**src/rtl/pll_loop_pkg.sv**
```systemverilog
// Shared types and helpers for the PLL loop filter and the ADC capture stage.
package pll_loop_pkg;

    typedef enum logic [2:0] {
        IDLE,
        PROP,
        INTEG,
        SUM,
        OUT
    } loop_state_t;

    // Mid-scale DAC code for a given code width.
    function automatic logic [63:0] dac_mid(input int width);
        return 64'd1 << (width - 1);
    endfunction

    // Signed add clamped to the range of a width-bit signed value (width <= 62).
    function automatic logic signed [63:0] sat_add(
        input logic signed [63:0] a,
        input logic signed [63:0] b,
        input int                 width
    );
        logic signed [63:0] sum;
        logic signed [63:0] hi;
        logic signed [63:0] lo;
        sum = a + b;
        hi  = (64'sd1 <<< (width - 1)) - 64'sd1;
        lo  = -hi - 64'sd1;
        if (sum > hi) begin
            return hi;
        end else if (sum < lo) begin
            return lo;
        end
        return sum;
    endfunction

endpackage

```
**src/rtl/pll_sat_clamp.sv**
```systemverilog
// Combinational clamp of a wide signed sum onto an unsigned OUT_WIDTH-bit code.
module pll_sat_clamp
    import pll_loop_pkg::*;
#(
    parameter int IN_WIDTH  = 34,
    parameter int OUT_WIDTH = 16
) (
    input  logic signed [IN_WIDTH-1:0] sum_i,
    output logic [OUT_WIDTH-1:0]       code_o
);

    localparam logic signed [IN_WIDTH-1:0] CODE_MAX =
        {{(IN_WIDTH - OUT_WIDTH){1'b0}}, {OUT_WIDTH{1'b1}}};

    always_comb begin
        code_o = sum_i[OUT_WIDTH-1:0];
        if (sum_i[IN_WIDTH-1]) begin
            code_o = '0;
        end else if (sum_i > CODE_MAX) begin
            code_o = '1;
        end
    end

endmodule

```
**src/rtl/pll_loop_filter.sv**
```systemverilog
// PI loop filter producing the DAC8411 code from ADC phase-error samples.
// Optional slew limiter on the output code: PLL_LOOP_FILTER_SLEW_LIMIT_EN.
module pll_loop_filter
    import pll_loop_pkg::*;
#(
    parameter int DATA_WIDTH = 16,
    parameter int ACC_WIDTH  = 32,
    parameter int KP_SHIFT   = 4,
    parameter int KI_SHIFT   = 10,
    parameter int MAX_STEP   = 256
) (
    input  logic                         clk,
    input  logic                         reset,
    input  logic                         enable,
    input  logic signed [DATA_WIDTH-1:0] err_data,
    input  logic                         err_valid,
    input  logic                         overrun_clr,
    output logic [DATA_WIDTH-1:0]        dac_code,
    output logic                         dac_update,
    output logic                         busy,
    output logic                         overrun
);

    localparam int SUM_W = ACC_WIDTH + 2;
    localparam logic [DATA_WIDTH-1:0] DAC_MID = DATA_WIDTH'(dac_mid(DATA_WIDTH));

    loop_state_t                  state_q, state_d;
    logic signed [DATA_WIDTH-1:0] err_q, err_d;
    logic signed [DATA_WIDTH-1:0] p_q, p_d;
    logic signed [ACC_WIDTH-1:0]  acc_q, acc_d;
    logic signed [ACC_WIDTH-1:0]  i_q, i_d;
    logic [DATA_WIDTH-1:0]        sum_q, sum_d;
    logic [DATA_WIDTH-1:0]        dac_code_q, dac_code_d;
    logic                         dac_update_q, dac_update_d;
    logic                         overrun_q, overrun_d;

    logic signed [SUM_W-1:0]      sum_wide;
    logic [DATA_WIDTH-1:0]        clamped;
    logic [DATA_WIDTH-1:0]        new_code;

    // Mid-scale is unsigned; p and i are sign-extended before the add.
    assign sum_wide = {{(SUM_W - DATA_WIDTH){1'b0}}, DAC_MID}
                    + {{(SUM_W - DATA_WIDTH){p_q[DATA_WIDTH-1]}}, p_q}
                    + {{2{i_q[ACC_WIDTH-1]}}, i_q};

    pll_sat_clamp #(
        .IN_WIDTH  (SUM_W),
        .OUT_WIDTH (DATA_WIDTH)
    ) u_clamp (
        .sum_i  (sum_wide),
        .code_o (clamped)
    );

`ifdef PLL_LOOP_FILTER_SLEW_LIMIT_EN
    localparam logic signed [DATA_WIDTH+1:0] STEP_POS = (DATA_WIDTH + 2)'(MAX_STEP);
    logic signed [DATA_WIDTH+1:0] delta;
    logic signed [DATA_WIDTH+1:0] delta_lim;

    always_comb begin
        delta     = $signed({2'b00, sum_q}) - $signed({2'b00, dac_code_q});
        delta_lim = delta;
        if (delta > STEP_POS) begin
            delta_lim = STEP_POS;
        end else if (delta < -STEP_POS) begin
            delta_lim = -STEP_POS;
        end
        new_code = DATA_WIDTH'(dac_code_q + delta_lim);
    end
`else
    logic [31:0] unused_max_step;
    assign unused_max_step = MAX_STEP;
    assign new_code        = sum_q;
`endif

    always_comb begin
        state_d      = state_q;
        err_d        = err_q;
        p_d          = p_q;
        acc_d        = acc_q;
        i_d          = i_q;
        sum_d        = sum_q;
        dac_code_d   = dac_code_q;
        dac_update_d = 1'b0;
        overrun_d    = overrun_q;

        if (overrun_clr) begin
            overrun_d = 1'b0;
        end

        if (!enable) begin
            // Open loop: park at mid-scale, announce it only if the code moves.
            state_d      = IDLE;
            acc_d        = '0;
            dac_code_d   = DAC_MID;
            dac_update_d = (dac_code_q != DAC_MID);
        end else begin
            if (err_valid && (state_q != IDLE)) begin
                overrun_d = 1'b1;
            end
            case (state_q)
                IDLE: begin
                    if (err_valid) begin
                        err_d   = err_data;
                        state_d = PROP;
                    end
                end
                PROP: begin
                    p_d     = err_q >>> KP_SHIFT;
                    acc_d   = ACC_WIDTH'(sat_add(
                                  {{(64 - ACC_WIDTH){acc_q[ACC_WIDTH-1]}}, acc_q},
                                  {{(64 - DATA_WIDTH){err_q[DATA_WIDTH-1]}}, err_q},
                                  ACC_WIDTH));
                    state_d = INTEG;
                end
                INTEG: begin
                    i_d     = acc_q >>> KI_SHIFT;
                    state_d = SUM;
                end
                SUM: begin
                    sum_d   = clamped;
                    state_d = OUT;
                end
                OUT: begin
                    dac_code_d   = new_code;
                    dac_update_d = 1'b1;
                    state_d      = IDLE;
                end
                default: state_d = IDLE;
            endcase
        end
    end

    always_ff @(posedge clk) begin
        if (reset) begin
            state_q      <= IDLE;
            err_q        <= '0;
            p_q          <= '0;
            acc_q        <= '0;
            i_q          <= '0;
            sum_q        <= '0;
            dac_code_q   <= DAC_MID;
            dac_update_q <= 1'b0;
            overrun_q    <= 1'b0;
        end else begin
            state_q      <= state_d;
            err_q        <= err_d;
            p_q          <= p_d;
            acc_q        <= acc_d;
            i_q          <= i_d;
            sum_q        <= sum_d;
            dac_code_q   <= dac_code_d;
            dac_update_q <= dac_update_d;
            overrun_q    <= overrun_d;
        end
    end

    assign dac_code   = dac_code_q;
    assign dac_update = dac_update_q;
    assign busy       = (state_q != IDLE);
    assign overrun    = overrun_q;

endmodule
```
**config.mk**
```make
export PLATFORM = sky130hd
export DESIGN_NAME = pll_loop_filter
export DESIGN_NICKNAME = d
export VERILOG_FILES = /design/src/rtl/pll_loop_pkg.sv /design/src/rtl/pll_sat_clamp.sv /design/src/rtl/pll_loop_filter.sv
export SDC_FILE = /design/constraint.sdc
export NUM_CORES = 1
export LEC_CHECK = 0
export BUFFER_PORTS_ARGS = -buffer_cell sky130_fd_sc_hd__buf_2
export CAP_MARGIN = 10
export CORE_MARGIN = 3
export CORE_UTILIZATION = 40
export CTS_CLUSTER_SIZE = 12
export DETAILED_ROUTE_END_ITERATION = 10
export SYNTH_ARGS = -nofsm -noshare
export SYNTH_HDL_FRONTEND = slang
export SYNTH_SLANG_ARGS = --single-unit
```
**constraint.sdc**
```tcl
create_clock -name clk -period 3.1 [get_ports clk]
set_input_delay 0.155 -clock clk [delete_from_list [all_inputs] [get_ports clk]]
set_output_delay 0.155 -clock clk [all_outputs]
set_load 0.02 [all_outputs]
```
==> impl_metrics.ini <==
[pwr]
power.total_mw = 3.946
p_leak_nw = 4.318
powerDensity_nw_per_um2 = 393.6
vdd_drop_max_mv = 0.4252

[global_routing]
grt_first_pass_wirelength_um = 33130
grt_usage = 0.1966
grt_overflow = 0
antenna_found_initial = 0
grt_pass1_vias = 6795
grt_max_degree = 63

[setup_path]
worst-endpoint-arrival_ns = 3.62
crit_chain = ha_4 > ha_4 > fa_2 > a211oi_4 > nor4_4 > nor4_2 > o311a_1 > nor3_1 > or4b_4 > nor4_4 > a2111oi_4 > a221o_1
crit_required_ns = 3.40
cpMaxStageDelayCell = or4b_4
worstSetupPathType = register to register
cp_max_fo = 7
rrSetupSlack_ns = -0.22
slowest_delay_ns = 0.50
endpoint_kind = register
startpoint_type = register

[floorplan]
die_h_um = 144.1
die_w_um = 144.1
pin_count = 40
die_area_um2 = 20780
initial_utilization = 0.4164
coreArea_um2 = 18330
num_rows = 49

[synth]
synth_top_family_by_area = compound AO/OA/AOI/OAI gates
synth_seq_cells = 119
netlist.area_leader.share = 0.3121
ys_types = 69
yosysWarnings = 0
ys.flop_type = dfxtp_1
synth.area.top_cells = dfxtp_1, ha_1, a21oi_1, nand2_1, maj3_1
synth_mux_area_frac = 0.003934
synth_compound_area_frac = 0.2564
synthSimpleGateAreaFrac = 0.1714
syn_area_um2 = 7634
yosysSeqAreaShare = 0.3121
synth-async-reset-ratio = 0
synth_nets = 1047
netlist_instances = 949
synth_top_cell_by_area = dfxtp_1
synth_fa_ha_area_frac = 0.1675
avgSynthCellArea_um2 = 8.044
synth_edf_count = 0
yosys.area_share.xor_xnor = 0.05376

[sta]
slew_headroom = 0.4321
report.final.slew_viol_count = 0
finalHoldViolCount = 0
timing.fmax_ghz = 0.3012
fin_ws_ns = -0.2199
rsz0062_at_grt = yes
setup_violations = 16
min_period_over_period = 1.071
clock_skew_ns = 0.01217
period_minus_slack_ns = 3.320
worst_pin_slew_ns = 0.8488

[clock_network]
cts-root-buf = clkbuf_16
cts_buffers = 17
cts_tree = built
clock-sinks = 119
h-tree-depth = 4
clockBufferDepth = 2
cts.clk_slew.worst_paths_ns = 0.06
clk_latency_ns = 0.42

[place]
place_area_um2 = 8875
dp.final_hpwl_um = 14710
port_buffers = 39
finalWeightedCongestion = 0.8206

[layout]
diodes = 0
layout.nets = 1192
multi_input_area_um2 = 5346
post-route-util = 0.5469
area_delta_synth_final_pct = 31.34
num-fill-cells = 1710
seq_area_um2 = 2411
drive_gt1_frac = 0.2613
finalInstanceArea_um2 = 10030

[route]
drt_iter0_drc = 301
met2_length_um = 9763
routed_wl_um = 20610
drc = 0
dr.pass1.iters = 6
via_per_inst = 5.405
wl_met1_um = 9956
wl_met3_um = 664
vias = 7216
ant_nets = 0
routedWlPerCell_um = 15.43
top_layer = met4

[run_status]
status = complete, but fails checks
violations = setup timing

[min_path]
hp-class = input port to register

[run]
cap_violations = 0
-- flip-flops by register name (all words and copies together), names as in the netlist --
register and flops:
overrun 1, err_q 16, i_q 22, dac_code 16, acc_q 32, state_q 3, p_q 12, new_code 16
dac_update 1
-- metal layers --
| layer | vias up | track usage |
|---|---|---|
| li1 | 3721 | - |
| met1 | 3347 | 0.2659 |
| met2 | 128 | 0.3273 |
| met3 | 20 | 0.03142 |
| met4 | 0 | 0.05253 |
| met5 | - | 0 |
-- path summary, 6_finish.rpt --
kind,startpoint,endpoint,cells after the start
worst max-delay path,i_q[1],new_code[7],12
worst min-delay path,err_data[12],err_q[12],3
worst max register to register,i_q[1],new_code[7],12
worst min register to register,new_code[6],dac_code[6],2
-- timing repair --
item | CTS | global route
resized for setup | 15 | 63
endpoints found under the setup margin | 46 | 47
pin swaps | 1 | 46
cloned | 0 | 3
hold buffers | 14 | 0
buffers inserted | 1 | 6
endpoints found under the hold margin | 14 | 0
-- critical path: cells and delay by family (launching register included) --
kind / cells / cell delay, ns
AO/OA/AOI/OAI: 4 / 0.96
adder cells (fa/ha/maj): 3 / 0.78
flip-flops: 1 / 0.33
AND/OR/NAND/NOR: 5 / 1.12
-- per-stage QoR --
step / hold slack [ns] / instances / TNS [ns] / worst slack [ns]
after floorplan: 0.2910 / 949 / -0.2973 / -0.04247
after global placement: 0.3981 / 1281 / -6.522 / -0.2151
after detailed placement: 0.4021 / 1281 / -5.776 / -0.2340
after CTS: 0.0003586 / 1327 / -2.512 / -0.1941
after global routing: 0.02580 / 1335 / -7.598 / -0.3636
final: 0.01572 / 1335 / -2.981 / -0.2199
-- cells by family after synthesis --
kind of cell / after synthesis
simple gates: 292
flops: 119
xor+xnor: 46
fa+ha+maj: 107
buf+inv: 67
mux: 3
compound gates: 315
-- final cells by class --
class | instances | share of cell area
multi-input cells | 763 | 0.5333
flip-flops and latches | 119 | 0.2405
repair buffers | 177 | 0.1334
clock buffers | 18 | 0.04380
well taps | 229 | 0.02858
clock inverters | 13 | 0.01448
inverters | 16 | 0.005990
-- synthesized netlist by cell type, drive strengths merged (8+ instances only) --
library cell,number
o21ai,64
nor3,12
nand2,166
a21o,26
a211oi,18
ha,75
inv,16
a21oi,142
buf,8
dfxtp,119
o21a,8
a221o,8
xor2,25
nor2,49
maj3,30
nand4,9
xnor2,21
nand3,9
clkbuf,43
nand2b,9
-- placed cells by master, fill, tap and decap left out, drive strengths merged, types with 3 or more instances in the layout --
cell type and n:
a21o 26, o211ai 5, ha 75, a311oi 3, and2 7, and3 4, inv 21, mux2i 3
a31oi 5, nor3 12, o311a 3, nor2 49, buf 161, dlygate4sd3 14, xnor2 21, o21a 8
a21oi 142, o41ai 4, nor2b 4, clkinvlp 3, o21ai 64, nand2b 9, nand2 166, a221o 8
o21bai 7, or2 3, a211oi 18, o31ai 4, xor2 25, or3 4, dfxtp 119, nand4 9
clkinv 3, maj3 30, nor4 7, nand3 9, clkbuf 20
-- report_power, final --
group	total (mW)	switching (mW)	internal (mW)
Sequential	1.58	0.0271	1.55
Clock	1.97	0.759	1.21
Combinational	0.400	0.218	0.182
Note: power is estimated with default switching activity, not from simulation.
